[src/rtl/stopwatch_pkg.sv]
// Shared types and seven-segment constants for the lap stopwatch.
package stopwatch_pkg;

  localparam int unsigned DIGIT_W = 4;
  localparam int unsigned SEG_W   = 7;

  typedef enum logic [1:0] {
    IDLE  = 2'd0,
    RUN   = 2'd1,
    LAP   = 2'd2,
    PAUSE = 2'd3
  } state_e;

  // Active-low {g,f,e,d,c,b,a}
  localparam logic [SEG_W-1:0] SEG_BLANK = 7'b1111111;
  localparam logic [SEG_W-1:0] SEG_DIGIT [0:9] = '{
    7'b1000000, 7'b1111001, 7'b0100100, 7'b0110000, 7'b0011001,
    7'b0010010, 7'b0000010, 7'b1111000, 7'b0000000, 7'b0010000
  };

endpackage

[src/rtl/bcd_to_seg7.sv]
// Combinational BCD digit to active-low seven-segment code; non-decimal codes blank.
module bcd_to_seg7
  import stopwatch_pkg::*;
(
  input  logic [DIGIT_W-1:0] i_bcd,
  output logic [SEG_W-1:0]   o_seg_c
);

  always_comb begin
    o_seg_c = SEG_BLANK;
    if (i_bcd <= 4'd9) o_seg_c = SEG_DIGIT[i_bcd];
  end

endmodule

[src/rtl/stopwatch_lap.sv]
// Parametrised BCD stopwatch with start/stop, lap freeze and clear.
// Display codes are registered one cycle behind the live or frozen count.
module stopwatch_lap
  import stopwatch_pkg::*;
#(
  parameter int unsigned TICK_DIV   = 10_000_000,
  parameter int unsigned NUM_DIGITS = 4,
  parameter logic [7:0]  SIX_MASK   = 8'b0000_0100,
  parameter bit          WRAP       = 1'b1
) (
  input  logic                          clk,
  input  logic                          reset,
  input  logic                          toggle,
  input  logic                          lap,
  output logic [SEG_W*NUM_DIGITS-1:0]   disp_time,
  output logic [DIGIT_W*NUM_DIGITS-1:0] bcd,
  output logic                          running,
  output logic                          lap_active,
  output logic                          overflow
);

  localparam int unsigned PW = $clog2(TICK_DIV);
  localparam int unsigned BW = DIGIT_W * NUM_DIGITS;
  localparam int unsigned SW = SEG_W * NUM_DIGITS;

  state_e                r_state;
  state_e                w_state_nxt;
  logic                  r_toggle_q;
  logic                  r_lap_q;
  logic [PW-1:0]         r_presc;
  logic [BW-1:0]         r_lap;
  logic [SW-1:0]         r_disp;
  logic                  r_running;
  logic                  r_lap_active;
  logic                  r_overflow;

  logic                  w_tg;
  logic                  w_lp;
  logic                  w_counting;
  logic                  w_tick;
  logic                  w_full;
  logic                  w_sat;
  logic                  w_capture;
  logic                  w_clear;
  logic                  w_running_nxt;
  logic                  w_lap_active_nxt;
  logic [NUM_DIGITS-1:0] w_atmax;
  logic [BW-1:0]         w_bcd;
  logic [BW-1:0]         w_src;
  logic [SW-1:0]         w_seg;

  always_ff @(posedge clk) begin
    if (reset) begin
      r_toggle_q <= 1'b0;
      r_lap_q    <= 1'b0;
    end else begin
      r_toggle_q <= toggle;
      r_lap_q    <= lap;
    end
  end

  assign w_tg = toggle & ~r_toggle_q;
  assign w_lp = lap & ~r_lap_q;

  assign w_counting = (r_state == RUN) || (r_state == LAP);
  assign w_tick     = w_counting && (r_presc == PW'(TICK_DIV - 1));
  assign w_full     = w_tick & (&w_atmax);
  assign w_sat      = w_full & ~WRAP;

  always_ff @(posedge clk) begin
    if (reset) r_state <= IDLE;
    else       r_state <= w_state_nxt;
  end

  // Toggle beats lap; a saturating overflow forces a stop from either counting state
  always_comb begin
    w_state_nxt = r_state;
    case (r_state)
      IDLE:    if (w_tg) w_state_nxt = RUN;
      RUN: begin
        if (w_sat || w_tg) w_state_nxt = PAUSE;
        else if (w_lp)     w_state_nxt = LAP;
      end
      LAP: begin
        if (w_sat || w_tg) w_state_nxt = PAUSE;
        else if (w_lp)     w_state_nxt = RUN;
      end
      PAUSE: begin
        if (w_tg)      w_state_nxt = RUN;
        else if (w_lp) w_state_nxt = IDLE;
      end
      default: w_state_nxt = IDLE;
    endcase
  end

  always_comb begin
    w_running_nxt    = (w_state_nxt == RUN) || (w_state_nxt == LAP);
    w_lap_active_nxt = (w_state_nxt == LAP);
    w_capture        = (r_state == RUN) && (w_state_nxt == LAP);
    w_clear          = (r_state == PAUSE) && (w_state_nxt == IDLE);
  end

  // Prescaler holds its phase through PAUSE
  always_ff @(posedge clk) begin
    if (reset || w_clear || (r_state == IDLE)) r_presc <= '0;
    else if (w_counting)                       r_presc <= w_tick ? '0 : r_presc + PW'(1);
  end

  for (genvar i = 0; i < NUM_DIGITS; i++) begin : g_digit
    localparam logic [DIGIT_W-1:0]    MAXV = SIX_MASK[i] ? 4'd5 : 4'd9;
    localparam logic [NUM_DIGITS-1:0] LOW  = NUM_DIGITS'((1 << i) - 1);

    logic [DIGIT_W-1:0] r_d;
    logic               w_cin;

    assign w_cin      = w_tick && ((w_atmax & LOW) == LOW);
    assign w_atmax[i] = (r_d == MAXV);

    always_ff @(posedge clk) begin
      if (reset || w_clear)    r_d <= '0;
      else if (w_cin && !w_sat) r_d <= (r_d == MAXV) ? '0 : r_d + 4'd1;
    end

    assign w_bcd[DIGIT_W*i +: DIGIT_W] = r_d;

    bcd_to_seg7 u_seg (
      .i_bcd   (w_src[DIGIT_W*i +: DIGIT_W]),
      .o_seg_c (w_seg[SEG_W*i +: SEG_W])
    );
  end

  assign w_src = (r_state == LAP) ? r_lap : w_bcd;

  always_ff @(posedge clk) begin
    if (reset) begin
      r_lap        <= '0;
      r_disp       <= {NUM_DIGITS{SEG_DIGIT[0]}};
      r_running    <= 1'b0;
      r_lap_active <= 1'b0;
      r_overflow   <= 1'b0;
    end else begin
      if (w_capture) r_lap <= w_bcd;
      r_disp       <= w_seg;
      r_running    <= w_running_nxt;
      r_lap_active <= w_lap_active_nxt;
      if (w_clear)     r_overflow <= 1'b0;
      else if (w_full) r_overflow <= 1'b1;
    end
  end

  assign disp_time  = r_disp;
  assign bcd        = w_bcd;
  assign running    = r_running;
  assign lap_active = r_lap_active;
  assign overflow   = r_overflow;

endmodule

[config.mk]
export PLATFORM = sky130hd
export DESIGN_NAME = stopwatch_lap
export DESIGN_NICKNAME = d
export VERILOG_FILES = /design/src/rtl/stopwatch_pkg.sv /design/src/rtl/bcd_to_seg7.sv /design/src/rtl/stopwatch_lap.sv
export SDC_FILE = /design/constraint.sdc
export NUM_CORES = 1
export LEC_CHECK = 0
export BUFFER_PORTS_ARGS = -buffer_cell sky130_fd_sc_hd__buf_4
export CAP_MARGIN = 20
export CELL_PAD_IN_SITES_DETAIL_PLACEMENT = 1
export CELL_PAD_IN_SITES_GLOBAL_PLACEMENT = 2
export CORE_UTILIZATION = 32
export DETAILED_ROUTE_END_ITERATION = 12
export PLACE_DENSITY_LB_ADDON = 0.05
export SETUP_SLACK_MARGIN = 0.1
export SYNTH_ARGS = -nofsm -noshare
export SYNTH_HDL_FRONTEND = slang
export SYNTH_SLANG_ARGS = --single-unit
[constraint.sdc]
create_clock -name clk -period 2.73 [get_ports clk]
set_clock_uncertainty 0.05 [all_clocks]
set_input_delay 0.4095 -clock clk [delete_from_list [all_inputs] [get_ports clk]]
set_output_delay 0.4095 -clock clk [all_outputs]
set_load 0.005 [all_outputs]
==> results_dict.tcl <==
set metrics [dict create \
    clk_latency_ns 0.35 \
    numCtsBuffers 9 \
    drt-initial-drc-count 199 \
    via_count 3706 \
    worstMarginPinSlew_ns 0.6361 \
    finalCriticalPeriod_ns 2.454 \
    path_clk_slew_ns 0.06 \
    yosysSeqAreaShare 0.4119 \
    die_h_um 119.6 \
    die_w_um 119.6 \
    hpwl_um 8076 \
    ys_ff_latch 91 \
    critical_path_class "reg -> reg" \
    ir_worst_vdd_v 0.0002375 \
    end_kind "flop" \
    synth.area.top_cells "dfxtp_1 41%, ha_1 7.6%, a21oi_1 6.3%, nand2_1 5.4%, nor2_1 4.6%" \
    core_um2 13350 \
    initial_utilization 0.3314 \
    fmax_ghz 0.4074 \
    ant_nets 0 \
    drcViolationCount 0 \
    yosysWarnings 0 \
    yosysTopAreaCell "dfxtp_1" \
    grt_pass1_wl_um 18430 \
    hold_depth 2 \
    grt_max_degree 27 \
    ios 51 \
    grt_overflow 0 \
    viasPerCell 4.896 \
    maxSlewViolCount 0 \
    grt_pass1_vias 3672 \
    critPathLaunchType "flop" \
    track_usage 0.1634 \
    dr.pass1.iters 4 \
    syn-num-nets 550 \
    synth_edf_count 0 \
    cts_tree "done" \
    syn_inst 519 \
    fin_tns_setup_ns 0 \
    diodes 0 \
    relSlewSlack 0.5702 \
    ys_async_sr_fraction 0 \
    rrSetupSlack_ns 0.28 \
    p_leak_uw 0.001994 \
    die_area_um2 14300 \
    nets 610 \
    hp-class "in -> reg" \
    antenna_found_initial 0 \
    drive_gt1_frac 0.1824 \
    p_total_uw 2567 \
    clkSinkCount 91 \
    synth_area_per_cell_um2 8.522 \
    num_rows 42 \
    period_share 0.8990 \
    synthToLayoutAreaGrowth_pct 21.67 \
    setup_viol 0 \
    wl_um 10930 \
    path_max_fanout 22 \
    synth_cell_types 52 \
    critical_path_required_ns 2.90 \
    ys.flop_type "dfxtp_1" \
    cp.arrival_ns 2.63 \
    syn-cell-area_um2 4423 \
    cts_hold_buffers 0 \
    numPortBuffers 50 \
    gp_congestion 0.7955 \
    finalHoldViolations 0 \
    clockBufferDepth 2 \
    cts_max_level 3 \
    synth.top_cell.area_share 0.4119 \
    reg2reg_depth 9 \
    max_cap_viol_count 0 \
    rsz0062_at_grt "true" \
    pwr_density_cell_nw_per_um2 476.9 \
    status "finished, final reports clean" \
    wl_per_cell_um 14.43 \
    root_buffer "clkbuf_16" \
]
-- Yosys cell counts, types with 3 or more instances --
cell type and instances:
inv_1 21, mux2_2 9, a31oi_1 4, nor2_1 54, nor3_1 13, nand4_1 11, and3_1 5, nor4_1 6
xnor2_1 16, o31ai_1 3, a21boi_0 4, a21oi_1 56, ha_1 27, nand3b_1 5, clkbuf_1 13, nor2b_1 14
nand3_1 16, xor2_1 8, nand2_1 64, buf_2 5, and4_1 3, dfxtp_1 91, and2_1 3, mux2i_1 11
nand2b_1 7, o21ai_0 15, nor3b_1 3
-- what timing repair did --
action / 4_1_cts / 5_1_grt
setup buffers: 0 / 0
resized for setup: 0 / 11
setup endpoints to repair: 0 / 49
-- placed cells by master (no fill, tap or decap), types with 3 or more instances in the layout --
| cell type | n |
|---|---|
| nor2b_1 | 14 |
| xnor2_1 | 16 |
| mux2_2 | 9 |
| o31ai_1 | 3 |
| nor3_1 | 12 |
| nand2b_1 | 7 |
| xor2_1 | 8 |
| nor4_1 | 6 |
| nor3b_1 | 3 |
| a21boi_0 | 3 |
| nand3_1 | 15 |
| inv_1 | 21 |
| dfxtp_1 | 91 |
| clkbuf_1 | 3 |
| nand4_1 | 11 |
| a21oi_1 | 56 |
| clkbuf_16 | 9 |
| o21ai_1 | 4 |
| and3_1 | 5 |
| nand3b_1 | 5 |
| nand2_1 | 63 |
| nor2_1 | 54 |
| o21ai_0 | 12 |
| buf_4 | 68 |
| ha_1 | 27 |
| a31oi_1 | 3 |
| mux2i_1 | 10 |
-- worst paths after layout --
kind,startpoint,end
max,r_state[0],disp_time[21]
max reg2reg,r_state[0],disp_time[21]
min reg2reg,r_lap[1],r_lap[1]
min,lap,r_lap_q
-- stage by stage --
| step | std cells | cell area [µm²] | worst slack [ns] | hold slack [ns] | utilization |
|---|---|---|---|---|---|
| 5_1_grt | 757 | 5381 | 0.03394 | 0.2307 | 0.4032 |
| 2_1_floorplan | 519 | 4424 | 0.1544 | 0.3829 | - |
| 3_3_place_gp | 744 | 5097 | 0.2756 | 0.3877 | 0.3819 |
| 4_1_cts | 757 | 5348 | 0.1848 | 0.2250 | 0.4006 |
| 6_report | 757 | 5381 | 0.2756 | 0.2354 | 0.4032 |
| 3_5_place_dp | 744 | 5097 | 0.2140 | 0.3981 | 0.3819 |
-- power by group --
part | leakage, µW | switching, µW | internal, µW
combinational | 0.00114 | 67.8 | 40.8
clock | 0.000122 | 489 | 628
sequential | 0.000734 | 5.37 | 1340
-- critical path, stage by stage, from the launching register on --
cell     delay (ns)
dfxtp_1        0.35
inv_1          0.11
ha_1           0.29
buf_12         0.21
mux2i_1        0.47
ha_1           0.33
nor2_1         0.07
o21ai_0        0.21
and2_1         0.19
a21oi_1        0.06
-- cells by family (layout without fill, tap and decap cells) --
| family | Yosys count | in the layout | share of synthesized area |
|---|---|---|---|
| AOI/OAI and AO/OA | 97 | 97 | 0.1262 |
| xor gates and xnor gates | 24 | 24 | 0.04752 |
| adders and majority gates | 27 | 27 | 0.07638 |
| buffers and inverters | 42 | 104 | 0.03960 |
| DFF | 91 | 91 | 0.4119 |
| muxes | 20 | 20 | 0.04781 |
| and+or+nand+nor | 218 | 218 | 0.2506 |
-- layer usage --
metal	vias up	track usage	routed length [µm]
met2	35	0.2605	5104
met3	14	0.02852	234
met5	-	0	0
met4	0	0.07500	214
met1	1756	0.2146	5371
li1	1901	-	-
-- final cells by class --
cell class / count / area [µm²]
Inverter: 21 / 78.83
Multi-Input combinational cell: 386 / 2460
Fill cell: 1611 / 7966
Tap cell: 176 / 220.2
Timing Repair Buffer: 70 / 550.5
Sequential cell: 91 / 1822
Clock buffer: 13 / 250.2
-- state kept, by name (all words and copies together), names as in the netlist --
register / flops
disp_time: 28
r_presc: 24
g_digit.r_d: 16
r_lap: 16
r_state: 2
lap_active: 1
overflow: 1
r_lap_q: 1
r_toggle_q: 1
running: 1
Note: power is estimated with default switching activity, not from simulation.
